### src/rtl/dist_display.sv
// dist_display: captures a free-running binary distance (cm), converts it to
// four BCD digits with a sequential double-dabble, and multiplexes the result
// onto a 4-digit common-anode 7-segment display.
//
// Ports
//   clock     system clock, all state on the rising edge
//   reset     asynchronous, active-high
//   distance  binary distance in cm, no strobe; changes are detected in IDLE
//   bcd       last converted value, [3:0] = units
//   updated   one-cycle pulse when bcd takes a new value
//   overflow  last captured distance exceeded 9999 (display shows 9999)
//   seg       active-low segments {g,f,e,d,c,b,a}
//   dp        active-low decimal point (lit on the units digit on overflow)
//   an        active-low digit enables, an[0] = units
//
// Conversion FSM
//   state  | meaning
//   IDLE   | waiting for distance to differ from the captured value
//   CONV   | 14 add-3-then-shift steps, one per cycle
//   DONE   | publish bcd/overflow, pulse updated, return to IDLE
module dist_display #(
  parameter int unsigned DIGIT_CYCLES  = 50000,
  parameter bit          BLANK_LEADING = 1'b1
) (
  input  logic        clock,
  input  logic        reset,
  input  logic [32:0] distance,
  output logic [15:0] bcd,
  output logic        updated,
  output logic        overflow,
  output logic [6:0]  seg,
  output logic        dp,
  output logic [3:0]  an
);

  localparam int            PW         = $clog2(DIGIT_CYCLES);
  localparam logic [PW-1:0] PRESC_LAST = PW'(DIGIT_CYCLES - 1);
  localparam logic [32:0]   DIST_MAX   = 33'd9999;

  typedef enum logic [1:0] {
    S_IDLE = 2'd0,
    S_CONV = 2'd1,
    S_DONE = 2'd2
  } state_t;

  state_t        state_q, state_d;
  logic [32:0]   dist_q, dist_d;
  logic [13:0]   bin_q, bin_d;
  logic [15:0]   sh_q, sh_d;
  logic [3:0]    step_q, step_d;
  logic          ovf_pend_q, ovf_pend_d;
  logic [15:0]   bcd_q, bcd_d;
  logic          overflow_q, overflow_d;
  logic          updated_q, updated_d;
  logic [PW-1:0] presc_q, presc_d;
  logic [1:0]    digit_q, digit_d;
  logic [6:0]    seg_q, seg_d;
  logic [3:0]    an_q, an_d;
  logic          dp_q, dp_d;

  logic          start;
  logic          over_in;
  logic [13:0]   clamp_in;
  logic [3:0]    nib;
  logic [3:0]    blank;

  // One double-dabble step: correct every digit >= 5, then shift bin into bcd.
  function automatic logic [29:0] dd_step(input logic [15:0] b, input logic [13:0] v);
    logic [15:0] adj;
    for (int i = 0; i < 4; i++) begin
      adj[4*i +: 4] = (b[4*i +: 4] >= 4'd5) ? b[4*i +: 4] + 4'd3 : b[4*i +: 4];
    end
    return {adj, v} << 1;
  endfunction

  function automatic logic [6:0] seg_of(input logic [3:0] d);
    case (d)
      4'd0:    seg_of = 7'b1000000;
      4'd1:    seg_of = 7'b1111001;
      4'd2:    seg_of = 7'b0100100;
      4'd3:    seg_of = 7'b0110000;
      4'd4:    seg_of = 7'b0011001;
      4'd5:    seg_of = 7'b0010010;
      4'd6:    seg_of = 7'b0000010;
      4'd7:    seg_of = 7'b1111000;
      4'd8:    seg_of = 7'b0000000;
      4'd9:    seg_of = 7'b0010000;
      default: seg_of = 7'b1111111;
    endcase
  endfunction

  assign start    = (state_q == S_IDLE) && (distance != dist_q);
  assign over_in  = distance > DIST_MAX;
  assign clamp_in = over_in ? 14'd9999 : distance[13:0];

  // State register
  always_ff @(posedge clock or posedge reset) begin
    if (reset) state_q <= S_IDLE;
    else       state_q <= state_d;
  end

  // Next state
  always_comb begin
    state_d = state_q;
    case (state_q)
      S_IDLE:  if (start) state_d = S_CONV;
      S_CONV:  if (step_q == 4'd0) state_d = S_DONE;
      S_DONE:  state_d = S_IDLE;
      default: state_d = S_IDLE;
    endcase
  end

  // FSM outputs / conversion datapath
  always_comb begin
    dist_d     = dist_q;
    bin_d      = bin_q;
    sh_d       = sh_q;
    step_d     = step_q;
    ovf_pend_d = ovf_pend_q;
    bcd_d      = bcd_q;
    overflow_d = overflow_q;
    updated_d  = 1'b0;
    case (state_q)
      S_IDLE: begin
        if (start) begin
          dist_d     = distance;
          bin_d      = clamp_in;
          sh_d       = '0;
          ovf_pend_d = over_in;
          step_d     = 4'd13;
        end
      end
      S_CONV: begin
        {sh_d, bin_d} = dd_step(sh_q, bin_q);
        step_d        = step_q - 4'd1;
      end
      S_DONE: begin
        bcd_d      = sh_q;
        overflow_d = ovf_pend_q;
        updated_d  = 1'b1;
      end
      default: ;
    endcase
  end

  // Display scan: outputs are only reloaded at the prescaler wrap, so a slot
  // always shows the bcd value that was current when it began.
  always_comb begin
    presc_d = presc_q + 1'b1;
    digit_d = digit_q;
    seg_d   = seg_q;
    an_d    = an_q;
    dp_d    = dp_q;
    nib     = bcd_q[{digit_q, 2'b00} +: 4];
    blank   = 4'b0000;
    if (BLANK_LEADING) begin
      blank[3] = (bcd_q[15:12] == 4'd0);
      blank[2] = blank[3] && (bcd_q[11:8] == 4'd0);
      blank[1] = blank[2] && (bcd_q[7:4] == 4'd0);
    end
    if (presc_q == PRESC_LAST) begin
      presc_d = '0;
      digit_d = digit_q + 2'd1;
      if (blank[digit_q]) begin
        an_d  = 4'b1111;
        seg_d = 7'b1111111;
      end else begin
        an_d  = ~(4'b0001 << digit_q);
        seg_d = seg_of(nib);
      end
      dp_d = !((digit_q == 2'd0) && overflow_q);
    end
  end

  always_ff @(posedge clock or posedge reset) begin
    if (reset) begin
      dist_q     <= '0;
      bin_q      <= '0;
      sh_q       <= '0;
      step_q     <= '0;
      ovf_pend_q <= 1'b0;
      bcd_q      <= '0;
      overflow_q <= 1'b0;
      updated_q  <= 1'b0;
      presc_q    <= '0;
      digit_q    <= '0;
      seg_q      <= 7'b1111111;
      an_q       <= 4'b1111;
      dp_q       <= 1'b1;
    end else begin
      dist_q     <= dist_d;
      bin_q      <= bin_d;
      sh_q       <= sh_d;
      step_q     <= step_d;
      ovf_pend_q <= ovf_pend_d;
      bcd_q      <= bcd_d;
      overflow_q <= overflow_d;
      updated_q  <= updated_d;
      presc_q    <= presc_d;
      digit_q    <= digit_d;
      seg_q      <= seg_d;
      an_q       <= an_d;
      dp_q       <= dp_d;
    end
  end

  assign bcd      = bcd_q;
  assign updated  = updated_q;
  assign overflow = overflow_q;
  assign seg      = seg_q;
  assign an       = an_q;
  assign dp       = dp_q;

endmodule

### config.mk
export PLATFORM = sky130hd
export DESIGN_NAME = dist_display
export DESIGN_NICKNAME = d
export VERILOG_FILES = /design/src/rtl/dist_display.sv
export SDC_FILE = /design/constraint.sdc
export NUM_CORES = 1
export LEC_CHECK = 0
export CORE_ASPECT_RATIO = 0.8
export CORE_MARGIN = 4
export CORE_UTILIZATION = 45
export CTS_CLUSTER_SIZE = 14
export DETAILED_ROUTE_END_ITERATION = 10
export DONT_BUFFER_PORTS = 1
export HOLD_SLACK_MARGIN = 0.12
export SYNTH_ARGS = -nofsm -noshare
export SYNTH_HDL_FRONTEND = slang
export SYNTH_SLANG_ARGS = --single-unit
### constraint.sdc
create_clock -name clock -period 3.8 [get_ports clock]
set_input_delay 0.57 -clock clock [delete_from_list [all_inputs] [get_ports clock]]
set_output_delay 0.57 -clock clock [all_outputs]
set_load 0.02 [all_outputs]
==> flow_summary.json <==
{
  "initial_core_util": 0.4615,
  "grt_pass1_wl_mm": 21.08,
  "worstSetupPathType": "reg2reg",
  "gp_congestion": 0.7825,
  "wl_mm": 12.35,
  "syn_nets": 580,
  "required_ns": 4.10,
  "final_common_cell": "dfrtp_1",
  "cts-root-buf": "clkbuf_16",
  "hpwl_mm": 8.789,
  "netlist_instances": 525,
  "clk_latency_ns": 0.42,
  "htreeDepth": 4,
  "diodes": 0,
  "finalCriticalPeriod_ns": 2.633,
  "cts_resized": 0,
  "netlist_area_mm2": 0.005961,
  "first_global_vias": 4043,
  "syn2layout_area_growth_pct": 12.47,
  "cp.buffers_inverters": 1,
  "nets": 588,
  "maxCapViolCount": 0,
  "placed_area_mm2": 0.006170,
  "overflow": 0,
  "cts_num_sinks": 118,
  "wire_per_inst_um": 17.13,
  "synth-warning-count": 0,
  "period_share": 0.6930,
  "synth_seq_cells": 118,
  "ir_drop_v": 0.0003319,
  "drive_above_1_share": 0.1447,
  "cts_setup_buffers": 0,
  "dieWidth_um": 136.7,
  "ys_types": 50,
  "cts_buffers": 17,
  "coreArea_mm2": 0.01292,
  "port_buffers": 0,
  "synth_xor_xnor_area_share": 0.07641,
  "synth_adder_area_share": 0.04198,
  "track_usage": 0.1778,
  "max_freq_ghz": 0.3797,
  "drv_slew": 0,
  "fp.dieArea_mm2": 0.01516,
  "ys_seq_area_frac": 0.4979,
  "p_leak_nw": 2.872,
  "synth.area.mux_share": 0.1591,
  "row_count": 37,
  "slowest_stage": "nor4_1",
  "grt_start_max_net_pins": 79,
  "setup_violations": 0,
  "yosys.area_share.simple": 0.1060,
  "cp_max_fo": 25,
  "cp-end-kind": "flop",
  "tightest_slew_ns": 0.9585,
  "firstDrtPassIters": 4,
  "fin_skew_ns": 0.005410,
  "drt.antenna.violating_nets": 0,
  "synth_top_family_by_area": "multiplexers",
  "tns_ns": 0,
  "status": "completed",
  "antenna_found_initial": 0,
  "max_slew_margin": 0.3610,
  "holdBufCountCts": 0,
  "cts_tree": "built",
  "cp.depth": 6,
  "r2r_cells": 6,
  "drc": 0,
  "total_power_mw": 2.812,
  "holdCritPathClass": "in2async",
  "worst_path_dominant_cell_family": "simple AND/OR/NAND/NOR gates",
  "finalHoldViolCount": 0,
  "die_h_um": 110.9,
  "worst_setup_path_start_kind": "flop",
  "cts.path.max_buffers": 2,
  "syn_area_per_cell_um2": 11.35,
  "design_area_mm2": 0.006704,
  "worstPathCellList": "xor2_1, nor4_1, and4_1, a31oi_4, buf_4, mux2_1",
  "power_density_mw_per_mm2": 419.4,
  "synth_compound_area_frac": 0.08375,
  "crit_arrival_ns": 2.93,
  "via_per_inst": 5.354,
  "path_clk_slew_ns": 0.06,
  "io_pins": 65,
  "vias": 3860,
  "rsz0062_at_grt": "no",
  "layout_common_cells": "dfrtp_1 (106), mux2_1 (43), xor2_1 (37), nand2_1 (32)",
  "critPathMaxStageDelay_ns": 0.53,
  "first_iter_violations": 196
}
## worst register-to-register path: cells and delay by family, from the launching register on
family / cells / cell delay [ns]
and+or+nand+nor: 2 / 0.94
DFF: 1 / 0.39
buffers and inverters: 1 / 0.37
muxes: 1 / 0.36
AOI/OAI and AO/OA: 1 / 0.29
xor gates and xnor gates: 1 / 0.16
## metrics by stage
step                hold WS, ns  setup WS (ns)  std cells    util
floorplan                0.4547         0.1207        525       -
global placement         0.4700          1.056        689  0.4777
detailed placement       0.4792         0.9798        689  0.4777
CTS                      0.2604          1.154        721  0.5190
global route             0.2636          1.044        721  0.5190
finish                   0.2426          1.167        721  0.5190
## sequential cells by signal, summed over array words and instances (netlist names)
register    cells
digit_q         2
overflow        1
bcd            16
presc_q        16
step_q          4
updated         1
state_q         2
dp              1
dist_q         33
sh_q           16
seg             7
an              4
ovf_pend_q      1
bin_q          14
## final cells by class
class / count / area (µm²)
clock inverters: 15 / 108.9
multi-input cells: 355 / 2800
clock buffers: 17 / 425.4
flip-flops and latches: 118 / 2968
inverters: 34 / 130.1
repair buffers: 7 / 52.55
fillers: 1130 / 6212
well taps: 175 / 219.0
## cell usage after synthesis, drive strengths merged
| library cell | count | share of area |
|---|---|---|
| dfrtp | 106 | 0.45 |
| mux2 | 60 | 0.12 |
| xor2 | 37 | 0.054 |
| inv | 34 | 0.021 |
| nand2 | 32 | 0.020 |
| nor2 | 30 | 0.019 |
| ha | 20 | 0.042 |
| o21ai | 20 | 0.017 |
| mux2i | 19 | 0.032 |
| xnor2 | 15 | 0.022 |
| nand3 | 14 | 0.012 |
| clkbuf | 13 | 0.0082 |
| dfstp | 12 | 0.053 |
| a21oi | 11 | 0.0092 |
| nor3 | 11 | 0.0092 |
| nor4 | 11 | 0.012 |
| o22ai | 9 | 0.0094 |
| a2bb2oi | 7 | 0.010 |
| a31oi | 7 | 0.0073 |
| nand4 | 6 | 0.0063 |
| buf | 5 | 0.0052 |
| nor2b | 5 | 0.0052 |
| and3 | 4 | 0.0042 |
| nand2b | 4 | 0.0042 |
| o31ai | 4 | 0.0050 |
| and4 | 3 | 0.0044 |
| mux4 | 3 | 0.011 |
| or4 | 3 | 0.0038 |
| a211oi | 2 | 0.0025 |
| nor4b | 2 | 0.0029 |
| o211ai | 2 | 0.0025 |
| o311ai | 2 | 0.0029 |
| or2 | 2 | 0.0021 |
| a2111oi | 1 | 0.0046 |
| a211o | 1 | 0.0015 |
| a21boi | 1 | 0.0013 |
| a21o | 1 | 0.0013 |
| a22o | 1 | 0.0015 |
| a311o | 1 | 0.0017 |
| a41o | 1 | 0.0017 |
| a41oi | 1 | 0.0027 |
| nor3b | 1 | 0.0013 |
| o31a | 1 | 0.0015 |
## kinds of logic after synthesis
| group | after synthesis |
|---|---|
| adder cells (fa/ha/maj) | 20 |
| multiplexers | 82 |
| AND/OR/NAND/NOR | 128 |
| AO/OA/AOI/OAI | 73 |
| XOR/XNOR | 52 |
| buffers and inverters | 52 |
| flip-flops | 118 |
## layer usage
metal | vias to the layer above | global-route usage | part of all wire | wire length (µm)
met2 | 60 | 0.2610 | 0.45 | 5580
met3 | 18 | 0.05717 | 0.047 | 585
met1 | 1902 | 0.2445 | 0.48 | 5982
met4 | 0 | 0.06850 | 0.016 | 199
met5 | - | 0 | 0 | 0
li1 | 1880 | - | - | -
## where the power goes
group / total, mW / internal, mW / switching [mW] / leakage [nW]
Sequential: 1.30 / 1.28 / 0.0163 / 1.40
Clock: 1.43 / 0.830 / 0.596 / 0.247
Combinational: 0.0900 / 0.0374 / 0.0526 / 1.22
Total: 2.81 / 2.15 / 0.665 / 2.87
## path summary, 6_finish.rpt
check	from	endpoint	slack (ns)
worst max register to register	dist_q[11]	dist_q[15]	1.17
min in group clock	distance[28]	dist_q[28]	0.28
worst min register to register	presc_q[0]	presc_q[0]	0.48
worst max-delay path	dist_q[11]	dist_q[15]	1.17
worst min-delay path	reset	dist_q[24]	0.24
max in group asynchronous	reset	seg[6]	2.61
Note: power is estimated with default switching activity, not from simulation.
